[src/rtl/rr_arbiter_4_pkg.sv]
// Shared definitions for the four-way round-robin arbiter.
package rr_arbiter_4_pkg;

    typedef enum logic {
        ST_IDLE = 1'b0,
        ST_BUSY = 1'b1
    } arb_state_e;

    localparam int DEF_MAX_HOLD = 8;

endpackage : rr_arbiter_4_pkg

[src/rtl/rr_arbiter_4_pick.sv]
// Combinational cyclic priority pick: first asserted candidate at or above ptr_i, wrapping mod 4.
module rr_pick_4 (
    input  logic [3:0] cand_i,
    input  logic [1:0] ptr_i,
    output logic [3:0] pick_o,
    output logic [1:0] idx_o
);

    // rot[k] is the candidate k positions above the pointer.
    logic [1:0] idx_k [4];
    logic [3:0] rot;

    for (genvar gi = 0; gi < 4; gi++) begin : g_rot
        assign idx_k[gi] = ptr_i + 2'(gi);
        assign rot[gi]   = cand_i[idx_k[gi]];
    end

    logic found;

    always_comb begin
        found  = 1'b0;
        idx_o  = '0;
        pick_o = '0;
        for (int k = 0; k < 4; k++) begin
            if (!found && rot[k]) begin
                found = 1'b1;
                idx_o = idx_k[k];
            end
        end
        if (found) begin
            pick_o = 4'b0001 << idx_o;
        end
    end

endmodule : rr_pick_4

[src/rtl/rr_arbiter_4.sv]
// Round-robin arbiter for four requesters with registered one-hot grant and optional hold limit.
module rr_arbiter_4
    import rr_arbiter_4_pkg::*;
#(
    parameter int MAX_HOLD = DEF_MAX_HOLD,
    parameter int CNT_W    = 4
) (
    input  logic       clk,
    input  logic       rst_n,
    input  logic [3:0] req,
    output logic [3:0] gnt,
    output logic [1:0] gnt_id,
    output logic       gnt_valid
);

    localparam bit                HOLD_EN     = (MAX_HOLD > 0);
    localparam int                HOLD_LAST_I = (MAX_HOLD > 0) ? MAX_HOLD - 1 : 0;
    localparam logic [CNT_W-1:0]  HOLD_LAST   = CNT_W'(HOLD_LAST_I);

    arb_state_e       state_q, state_d;
    logic [3:0]       gnt_q, gnt_d;
    logic [1:0]       gnt_id_q, gnt_id_d;
    logic [1:0]       ptr_q, ptr_d;
    logic [CNT_W-1:0] hold_q, hold_d;

    logic [3:0] others_vec;
    logic       owner_req;
    logic       others_pending;
    logic       at_limit;

    logic [3:0] pick_all, pick_msk;
    logic [1:0] idx_all, idx_msk;

    // While idle gnt_q is zero, so others_vec is simply req.
    assign others_vec     = req & ~gnt_q;
    assign owner_req      = |(req & gnt_q);
    assign others_pending = |others_vec;
    assign at_limit       = HOLD_EN && (hold_q == HOLD_LAST);

    rr_pick_4 u_pick_all (
        .cand_i (req),
        .ptr_i  (ptr_q),
        .pick_o (pick_all),
        .idx_o  (idx_all)
    );

    rr_pick_4 u_pick_msk (
        .cand_i (others_vec),
        .ptr_i  (ptr_q),
        .pick_o (pick_msk),
        .idx_o  (idx_msk)
    );

    logic new_grant;
    logic use_mask;

    always_comb begin
        state_d   = state_q;
        gnt_d     = gnt_q;
        gnt_id_d  = gnt_id_q;
        ptr_d     = ptr_q;
        hold_d    = hold_q;
        new_grant = 1'b0;
        use_mask  = 1'b0;

        case (state_q)
            ST_IDLE: begin
                if (|req) begin
                    new_grant = 1'b1;
                end
            end
            ST_BUSY: begin
                if (!owner_req) begin
                    if (others_pending) begin
                        new_grant = 1'b1;
                    end else begin
                        state_d  = ST_IDLE;
                        gnt_d    = '0;
                        gnt_id_d = '0;
                        hold_d   = '0;
                    end
                end else if (at_limit && others_pending) begin
                    new_grant = 1'b1;
                    use_mask  = 1'b1;
                end else if (HOLD_EN && (hold_q != HOLD_LAST)) begin
                    hold_d = hold_q + 1'b1;
                end
            end
            default: begin
                state_d  = ST_IDLE;
                gnt_d    = '0;
                gnt_id_d = '0;
                hold_d   = '0;
            end
        endcase

        // Every fresh grant restarts the hold count and moves the pointer past the winner.
        if (new_grant) begin
            state_d  = ST_BUSY;
            gnt_d    = use_mask ? pick_msk : pick_all;
            gnt_id_d = use_mask ? idx_msk  : idx_all;
            ptr_d    = gnt_id_d + 2'd1;
            hold_d   = '0;
        end
    end

    always_ff @(posedge clk or negedge rst_n) begin
        if (!rst_n) begin
            state_q  <= ST_IDLE;
            gnt_q    <= '0;
            gnt_id_q <= '0;
            ptr_q    <= '0;
            hold_q   <= '0;
        end else begin
            state_q  <= state_d;
            gnt_q    <= gnt_d;
            gnt_id_q <= gnt_id_d;
            ptr_q    <= ptr_d;
            hold_q   <= hold_d;
        end
    end

    assign gnt       = gnt_q;
    assign gnt_id    = gnt_id_q;
    assign gnt_valid = (state_q == ST_BUSY);

endmodule : rr_arbiter_4

[config.mk]
export PLATFORM = sky130hd
export DESIGN_NAME = rr_arbiter_4
export DESIGN_NICKNAME = d
export VERILOG_FILES = /design/src/rtl/rr_arbiter_4_pkg.sv /design/src/rtl/rr_arbiter_4_pick.sv /design/src/rtl/rr_arbiter_4.sv
export SDC_FILE = /design/constraint.sdc
export NUM_CORES = 1
export LEC_CHECK = 0
export CAP_MARGIN = 10
export CORE_MARGIN = 8
export CORE_UTILIZATION = 50
export CTS_BUF_LIST = sky130_fd_sc_hd__clkbuf_16
export DETAILED_ROUTE_END_ITERATION = 12
export PLACE_DENSITY = 0.7
export SYNTH_ARGS = -nofsm -noshare
export SYNTH_HDL_FRONTEND = slang
export SYNTH_HIERARCHICAL = 1
export SYNTH_SLANG_ARGS = --single-unit
[constraint.sdc]
create_clock -name clk -period 5.5 [get_ports clk]
set_clock_uncertainty 0.2 [all_clocks]
set_input_delay 1.375 -clock clk [delete_from_list [all_inputs] [get_ports clk]]
set_output_delay 1.375 -clock clk [all_outputs]
set_load 0.02 [all_outputs]
==> results of run 1 <==
power groups by stage:
| stage | Sequential [mW] | Clock (mW) | Combinational [mW] |
|---|---|---|---|
| after global placement | 0.188 | 0 | 0.323 |
| after CTS | 0.189 | 0.139 | 0.334 |
| after floorplan | 0.187 | 0 | 0.257 |
| after detailed placement | 0.190 | 0 | 0.333 |
| final | 0.190 | 0.135 | 0.336 |
| after global routing | 0.199 | 0.144 | 0.369 |
area by class of cell:
cell class | instances | area, sq um
repair buffers | 12 | 120
fillers | 187 | 895
multi-input cells | 95 | 711
inverters | 7 | 26.3
well taps | 28 | 35.0
flip-flops and latches | 13 | 325
clock buffers | 3 | 75.1
clock inverters | 1 | 3.75
logic make-up (layout without fill, tap and decap cells):
family	Yosys count	after routing	synth area share, %
AO/OA/AOI/OAI	51	51	34.4
XOR/XNOR	2	2	1.54
buffers and inverters	18	23	9.01
AND/OR/NAND/NOR	30	30	15.5
multiplexers	11	11	9.89
adder cells (fa/ha/maj)	1	1	1.10
flip-flops	13	13	28.6
flip-flops by register name, summed over array words and instances, names as in the netlist:
register	count
gnt	4
gnt_id	2
gnt_valid	1
hold_q	4
ptr_q	2
metal layers:
layer	share of wire [%]	vias up
li1	-	482
met1	44	458
met2	49	39
met3	5.0	7
met4	2.5	0
met5	0	-
worst paths after layout:
kind | slack (ns) | cells after the start | end | start
worst max-delay path | 1.68 | 6 | ptr_q[0]$_DFFE_PN0P_ | req[0]
worst min-delay path | 0.28 | 1 | gnt_id[1]$_DFFE_PN0P_ | gnt_id[1]$_DFFE_PN0P_
worst max register to register | 3.15 | 5 | ptr_q[0]$_DFFE_PN0P_ | ptr_q[1]$_DFFE_PN0P_
worst min register to register | 0.28 | 1 | gnt_id[1]$_DFFE_PN0P_ | gnt_id[1]$_DFFE_PN0P_
max in group asynchronous | 3.41 | 1 | gnt[2]$_DFFE_PN0P_ | rst_n
min in group asynchronous | 1.31 | 1 | gnt[3]$_DFFE_PN0P_ | rst_n
synth_stat cells (2+ instances only):
master      n
o21ai_1     2
xor2_1      2
a21boi_0    2
a311oi_1    2
and2b_2     2
dfrtp_1    13
a21oi_1    10
nand2_1     3
buf_6       3
o2bb2ai_1   8
o2bb2a_1    2
mux2i_1     9
a22o_1      4
o21bai_1    3
a22oi_1     2
clkbuf_2    4
o21ai_0     6
o221a_2     4
inv_1       6
nor2b_1     5
and2_1      2
buf_2       3
mux2_2      2
nand2b_1    3
nor2_1     10
stage by stage:
| step | cell area [sq um] | power [mW] | worst slack [ns] | hold WS [ns] | utilization, % |
|---|---|---|---|---|---|
| 2_1_floorplan | 1140 | 0.444 | 2.52 | 0.301 | - |
| 3_3_place_gp | 1220 | 0.511 | 1.56 | 0.275 | 55.6 |
| 3_5_place_dp | 1220 | 0.523 | 1.45 | 0.278 | 55.6 |
| 4_1_cts | 1300 | 0.662 | 1.71 | 0.288 | 59.2 |
| 5_1_grt | 1300 | 0.712 | 1.54 | 0.317 | 59.2 |
| 6_report | 1300 | 0.661 | 1.68 | 0.282 | 59.2 |
==> results by group, run 1 <==
Drt
  • Antenna viol nets, final: 0
  • Routed WL per cell: 16.5 um
  • Via density: 6.20
  • Via count: 986
  • WL final: 2620 um
  • Iteration-0 DRC Markers: 39
  • DRC violations left: 0
  • 1st-pass router iterations: 4

Placement
  • DP HPWL: 1940 um
  • GP Congestion: 0.877
  • IO Port Bufs: 12
  • Dpl cells: 155

GRT
  • Layer with the highest usage: met2
  • GRT Resource Usage Total: 13.8%
  • M3 GR Usage: 3.53%
  • First-pass GRT wire length: 4560 um
  • Initial antenna violation count: 0
  • Largest net degree at the start of global routing: 26
  • GR met1 Demand/Resource: 15.4%
  • Vias in the first global route: 996
  • Total grt overflow: 0
  • GR Util met2: 22.9%

Timing
  • RSZ-0062 raised after global routing: false
  • Slew margin rel.: 50.8%
  • Final cycle utilization of the critical path: 69.4%
  • Max Fclk: 0.262 GHz
  • Fin Setup TNS: 0 ns
  • Min Tclk post-route: 3.82 ns
  • Setup violators final: 0
  • Slew Limit Fails: 0
  • Worst-margin pin slew: 0.736 ns
  • Endpoints failing hold: 0

Floorplan
  • Row Count: 17
  • Die area: 4060 sq um
  • Initial Utilization: 52.0%
  • Die Ht: 63.7 um
  • IO Pins: 13
  • Core Region: 2190 sq um
  • Die Wd: 63.7 um

Worst hold path
  • Worst min path class: reg2reg

Worst setup path
  • CP required: 5.42 ns
  • Startpoint class of the critical path: input pin
  • Cell family with most CP delay: simple AND/OR/NAND/NOR gates
  • Critical Path, Cell by Cell: clkdlybuf4s50_1 -> nor2b_1 -> nor4_4 -> nand2b_1 -> mux2i_1 -> mux2_2
  • Kind of critical path: in2reg
  • Buf/Inv on CP: 1
  • Critical Path Sink Type: flop
  • Crit path max fanout: 12
  • WP data arrival: 3.74 ns
  • Slowest-stage cell, CP: clkdlybuf4s50_1
  • Largest stage delay on the critical path: 0.68 ns

Pwr
  • P_leak: 0.576 nW
  • Seq pwr share: 28.8%
  • Clk pwr share: 20.5%
  • Pwr per Cell Area: 510 nW/um^2
  • Int Pwr: 0.385 mW
  • Worst VDD drop: 0.000307 V
  • Sw frac: 41.8%
  • Logic pwr share: 50.8%
  • Net Sw Power: 0.277 mW

Synth
  • Area contributors post-synth: dfrtp_1 29%, mux2i_1 7.9%, o2bb2ai_1 6.2%
  • Main synth FF type: dfrtp_1
  • Yosys top cell area share: 28.6%
  • Post-synthesis cell area: 1140 sq um
  • Post-Syn Area per Cell: 9.04 sq um
  • Fraction of registers with async set/reset: 100%
  • Gate Count Post-Synth: 126
  • EDFF count, synth: 0
  • Area leader, netlist: dfrtp_1
  • Seq/Total Area, Yosys: 28.6%
  • Syn_nets: 133
  • Yosys reg bits: 13
  • Synth warn: 6
  • Netlist cell types: 39

Clocking
  • Skew-Pair Late Insertion Delay: 0.24 ns
  • Number of clock sinks: 13
  • Clock H-tree levels: 1
  • CTS Hold Bufs: 0
  • Clock tree buffer depth: 2
  • Post-CTS sizing: 0
  • CTS tree: built
  • CTS Buf Count: 3
  • Root buffer cell: clkbuf_16
  • Setup Buffers After CTS: 0
  • Clock-pin slew on the worst setup and hold paths: 0.04 ns

Finish
  • Area growth, synth to finish: 13.8%
  • Share of cells above drive strength 1: 12.2%
  • Ant. Diodes: 0
  • Layout Cells excl Fill: 159
  • Commonest non-fill, non-tap cells in the layout: 13 x dfrtp_1, 12 x clkdlybuf4s50_1, 10 x nor2_1, 10 x a21oi_1, 9 x mux2i_1
  • Final net count: 139
  • Commonest non-fill, non-tap cell in the layout: dfrtp_1

Run status
  • Outcome: completed

Run
  • Max Cap Viol: 0
No activity file was read; power rests on OpenSTA's default activity.
==> run 2, diff against run 1 <==
==> constraint.sdc (replaced) <==
create_clock -name clk -period 3.8 [get_ports clk]
set_clock_uncertainty 0.2 [all_clocks]
set_input_delay 0.95 -clock clk [delete_from_list [all_inputs] [get_ports clk]]
set_output_delay 0.95 -clock clk [all_outputs]
set_load 0.02 [all_outputs]
==> run 2 against run 1 <==
First-iteration DRC count rose by 21%. Worst hold slack better by 0.013 ns. Sequential power up 45%. Register-to-register slack worse by 1.7 ns. Sequential cell count stayed put. Critical path depth unchanged. Clock power grew 44%. Routed wire length down 3.4%. Worst setup slack got worse by 1.1 ns. Die area did not move. Core utilization up 1.4 points. Combinational power up 47%. Critical endpoint unchanged. Largest cell class unchanged.
==> results by group, run 2 (synthesis gave the netlist of run 1 again) <==
Run status
  • Outcome: completed

Finish
  • Post-route cell area: 1330 sq um
  • Ant. Diodes: 0
  • Final net count: 143
  • Area growth, synth to finish: 16.5%
  • Share of cells above drive strength 1: 14.8%
  • Commonest non-fill, non-tap cell in the layout: dfrtp_1
  • Commonest non-fill, non-tap cells in the layout: 13 x dfrtp_1, 12 x clkdlybuf4s50_1, 10 x nor2_1, 10 x a21oi_1, 9 x mux2i_1

Floorplan
  • Core Region: 2190 sq um
  • Die area: 4060 sq um
  • Die Ht: 63.7 um
  • Initial Utilization: 52.0%
  • Die Wd: 63.7 um
  • Row Count: 17
  • IO Pins: 13

GRT
  • Largest net degree at the start of global routing: 26
  • GRT Resource Usage Total: 12.5%
  • Total grt overflow: 0
  • First-pass GRT wire length: 4240 um
  • Vias in the first global route: 930
  • Initial antenna violation count: 0

Worst setup path
  • CP Launch Point: req[2]
  • CP required: 3.72 ns
  • Worst reg2reg path depth: 5
  • WP data arrival: 3.10 ns
  • R2R Setup Slk: 1.45 ns
  • Startpoint class of the critical path: input pin
  • Crit path max fanout: 12
  • RR Endpoint: ptr_q[0]$_DFFE_PN0P_
  • Critical Path Sink Type: flop
  • Kind of critical path: in2reg
  • Crit Reg-Reg Startpoint: ptr_q[1]$_DFFE_PN0P_
  • Crit path to: ptr_q[0]$_DFFE_PN0P_

Clocking
  • Skew-Pair Late Insertion Delay: 0.24 ns
  • CTS Buf Count: 3
  • Number of clock sinks: 13
  • Setup Buffers After CTS: 0
  • Clock tree buffer depth: 2
  • Clock-pin slew on the worst setup and hold paths: 0.04 ns
  • Root buffer cell: clkbuf_16
  • CTS Hold Bufs: 0
  • Clock H-tree levels: 1
  • Post-CTS sizing: 0
  • CTS tree: built

Drt
  • Routed WL per cell: 15.5 um
  • Antenna viol nets, final: 0
  • WL final: 2530 um
  • Via density: 6.04
  • DRC violations left: 0
  • Iteration-0 DRC Markers: 47
  • 1st-pass router iterations: 5
  • Via count: 984

Timing
  • RSZ-0062 raised after global routing: false
  • Slew Limit Fails: 0
  • Fin Setup TNS: 0 ns
  • Endpoints failing hold: 0
  • Post-route setup slack: 0.620 ns
  • Worst-margin pin slew: 0.679 ns
  • Worst hold slack: 0.295 ns
  • Slew margin rel.: 54.7%
  • Setup violators final: 0
  • Max Fclk: 0.315 GHz
  • Final cycle utilization of the critical path: 83.7%
  • Min Tclk post-route: 3.18 ns

Run
  • Max Cap Viol: 0

Placement
  • GP Congestion: 0.886
  • Placed cell area: 1250 sq um
  • IO Port Bufs: 12
  • Setup slack after placement: 0.382 ns
  • DP HPWL: 1900 um

Pwr
  • Worst VDD drop: 0.000436 V
  • Pwr per Cell Area: 727 nW/um^2
  • P_leak: 0.595 nW

Worst hold path
  • Worst min path class: reg2reg
[run 2: cell count changes in the layout (fill, tap and decap cells not counted), sizes merged]
cell  previous run  this run
buf              0         4
[run 2: cell type report]
cell class,count,area (sq um)
Clock buffer,3,75.1
Timing Repair Buffer,16,150
Fill cell,170,865
Sequential cell,13,325
Multi-Input combinational cell,95,711
Inverter,7,26.3
Clock inverter,1,3.75
Tap cell,28,35.0
[run 2: where the power goes]
group | switching (mW) | internal (mW)
registers | 0.0881 | 0.188
logic | 0.250 | 0.244
clock network | 0.0562 | 0.139
[run 2: worst min path at each step]
stage	end	depth (start not counted)	slack [ns]	from
final	gnt_id[1]$_DFFE_PN0P_	1	0.29	gnt_id[1]$_DFFE_PN0P_
after global routing	gnt_id[1]$_DFFE_PN0P_	1	0.33	gnt_id[1]$_DFFE_PN0P_
after CTS	gnt_id[1]$_DFFE_PN0P_	1	0.30	gnt_id[1]$_DFFE_PN0P_
after detailed placement	gnt_id[1]$_DFFE_PN0P_	1	0.29	gnt_id[1]$_DFFE_PN0P_
after global placement	gnt_id[1]$_DFFE_PN0P_	1	0.27	gnt_id[1]$_DFFE_PN0P_
after floorplan	hold_q[1]$_DFFE_PN0P_	1	0.30	hold_q[1]$_DFFE_PN0P_
[run 2: critical path, stage by stage]
cell	delay, ns
clkdlybuf4s50_1	0.68
a22oi_1	0.18
a211oi_1	0.43
nand2b_1	0.35
mux2i_1	0.21
mux2_2	0.29
[run 2: metal layers]
metal / wire, um / track usage, % / up-vias
li1: - / - / 488
met5: 0 / 0 / -
met4: 28 / 4.18 / 0
met3: 66 / 2.47 / 4
met2: 1260 / 21.8 / 15
met1: 1170 / 14.8 / 477
[run 2: metrics by stage]
stage / power [mW] / util [%] / std cells
after floorplan: 0.643 / - / 126
after global placement: 0.760 / 56.9 / 159
after detailed placement: 0.773 / 56.9 / 159
after CTS: 0.968 / 60.5 / 163
after global routing: 1.04 / 60.5 / 163
final: 0.965 / 60.5 / 163
==> run 3, diff against run 2 <==
--- a/config.mk
+++ b/config.mk
@@ -10,7 +10,7 @@
 export CORE_UTILIZATION = 50
 export CTS_BUF_LIST = sky130_fd_sc_hd__clkbuf_16
 export DETAILED_ROUTE_END_ITERATION = 12
-export PLACE_DENSITY = 0.7
+export PLACE_DENSITY = 0.73
 export SYNTH_ARGS = -nofsm -noshare
 export SYNTH_HDL_FRONTEND = slang
 export SYNTH_HIERARCHICAL = 1
==> constraint.sdc (replaced) <==
create_clock -name clk -period 2.85 [get_ports clk]
set_clock_uncertainty 0.2 [all_clocks]
set_input_delay 0.7125 -clock clk [delete_from_list [all_inputs] [get_ports clk]]
set_output_delay 0.7125 -clock clk [all_outputs]
set_load 0.02 [all_outputs]
==> run 3 against run 2 <==
Final area rose by 8.6%. Non-clock buffer count increased by 15. Register-to-register slack lost 0.73 ns. Critical path type unchanged. Largest cell class unchanged. Highest routed layer unchanged.
==> results by group, run 3 (synthesis gave the netlist of run 1 again) <==
Run status
  • Outcome: completed

GRT
  • Vias in the first global route: 1062
  • Initial antenna violation count: 0
  • GRT Resource Usage Total: 15.0%
  • First-pass GRT wire length: 4990 um
  • Total grt overflow: 0
  • Largest net degree at the start of global routing: 15

Worst setup path
  • Crit path max fanout: 10
  • Startpoint class of the critical path: input pin
  • CP Launch Point: req[2]
  • Kind of critical path: in2reg
  • Crit Reg-Reg Startpoint: ptr_q[1]$_DFFE_PN0P_
  • Critical Path Sink Type: flop
  • WP data arrival: 2.60 ns
  • CP required: 2.77 ns

Timing
  • Max Fclk: 0.374 GHz
  • Slew Limit Fails: 0
  • Min Tclk post-route: 2.67 ns
  • RSZ-0062 raised after global routing: false
  • Slew margin rel.: 59.0%
  • Endpoints failing hold: 0
  • Setup violators final: 0
  • Final cycle utilization of the critical path: 93.8%
  • Fin Setup TNS: 0 ns
  • Worst-margin pin slew: 0.613 ns

Finish
  • Share of cells above drive strength 1: 24.0%
  • Area growth, synth to finish: 26.5%
  • Post-route cell area: 1440 sq um
  • Layout Cells excl Fill: 178
  • Final Core Density: 65.7%
  • Fillers: 175
  • Area of the multi-input gates: 711 sq um
  • Commonest non-fill, non-tap cells in the layout: 19 x buf_4, 13 x dfrtp_1, 12 x clkdlybuf4s50_1
  • Commonest non-fill, non-tap cell in the layout: buf_4
  • Final net count: 158
  • Register area: 325 sq um
  • Ant. Diodes: 0

Drt
  • Via density: 6.10
  • Routed WL per cell: 17.5 um
  • Via count: 1086
  • WL final: 3120 um
  • DRC violations left: 0
  • Antenna viol nets, final: 0
  • 1st-pass router iterations: 4
  • Iteration-0 DRC Markers: 85

Clocking
  • Number of clock sinks: 13
  • Skew-Pair Late Insertion Delay: 0.24 ns
  • CTS Hold Bufs: 0
  • CTS Buf Count: 3
  • Post-CTS sizing: 0
  • Clock-pin slew on the worst setup and hold paths: 0.05 ns
  • Setup Buffers After CTS: 0
  • Clock H-tree levels: 1
  • Root buffer cell: clkbuf_16
  • CTS tree: built
  • Clock tree buffer depth: 2

Pwr
  • Worst VDD drop: 0.000643 V
  • Pwr per Cell Area: 970 nW/um^2
  • P_leak: 0.666 nW

Run
  • Max Cap Viol: 0

Floorplan
  • Row Count: 17
  • Die area: 4060 sq um
  • Initial Utilization: 52.0%
  • Die Wd: 63.7 um
  • Core Region: 2190 sq um
  • Die Ht: 63.7 um
  • IO Pins: 13

Placement
  • IO Port Bufs: 12
  • Placed cell area: 1360 sq um
  • Dpl cells: 174
  • GP Congestion: 0.801
  • DP HPWL: 2200 um

Worst hold path
  • Worst min path class: reg2reg
  • Min-delay src: gnt_id[0]$_DFFE_PN0P_
run 3: final timing paths:
check                                         to  slack (ns)  cells past startpoint
max in group asynchronous    gnt_valid$_DFF_PN0_        1.40                      1
setup reg to reg            ptr_q[0]$_DFFE_PN0P_        0.72                      5
min in group asynchronous   ptr_q[0]$_DFFE_PN0P_        0.65                      1
setup / recovery           hold_q[3]$_DFFE_PN0P_        0.18                      8
hold / removal             gnt_id[0]$_DFFE_PN0P_        0.29                      1
hold reg to reg            gnt_id[0]$_DFFE_PN0P_        0.29                      1
run 3: report_power, final:
group	switching, mW	internal, mW	total (mW)
Combinational	0.393	0.374	0.767
Sequential	0.106	0.251	0.357
Clock	0.0853	0.187	0.273
run 3: metal layers:
| layer | wire (um) | vias up | track usage (%) | part of all wire (%) |
|---|---|---|---|---|
| met5 | 0 | - | 0 | 0 |
| met4 | 16 | 0 | 4.46 | 0.51 |
| met3 | 175 | 2 | 2.47 | 5.6 |
| met2 | 1610 | 37 | 26.4 | 52 |
| met1 | 1310 | 533 | 18.1 | 42 |
| li1 | - | 514 | - | - |
run 3: layout make-up:
class	count	share of cell area [%]
clock buffer	3	5.21
clock inverter	1	0.348
inverter	7	1.82
multi-input combinational	95	49.3
sequential	13	22.6
tap	28	2.43
timing repair buffer	31	18.2
run 3: critical path, stage by stage:
cell and delay (ns):
clkdlybuf4s50_1 0.50, buf_4 0.18, a22oi_1 0.11, a211oi_1 0.37, buf_4 0.18, o2bb2ai_2 0.15, nor2_2 0.09, a221o_1 0.30
run 3: stage by stage:
| step | hold WS (ns) | total power, mW | setup slack [ns] |
|---|---|---|---|
| detailed placement | 0.281 | 1.10 | -0.0357 |
| floorplan | 0.217 | 0.857 | 0.532 |
| CTS | 0.297 | 1.39 | 0.192 |
| global route | 0.314 | 1.47 | 0.100 |
| finish | 0.294 | 1.40 | 0.178 |
| global placement | 0.273 | 1.08 | 0.00629 |
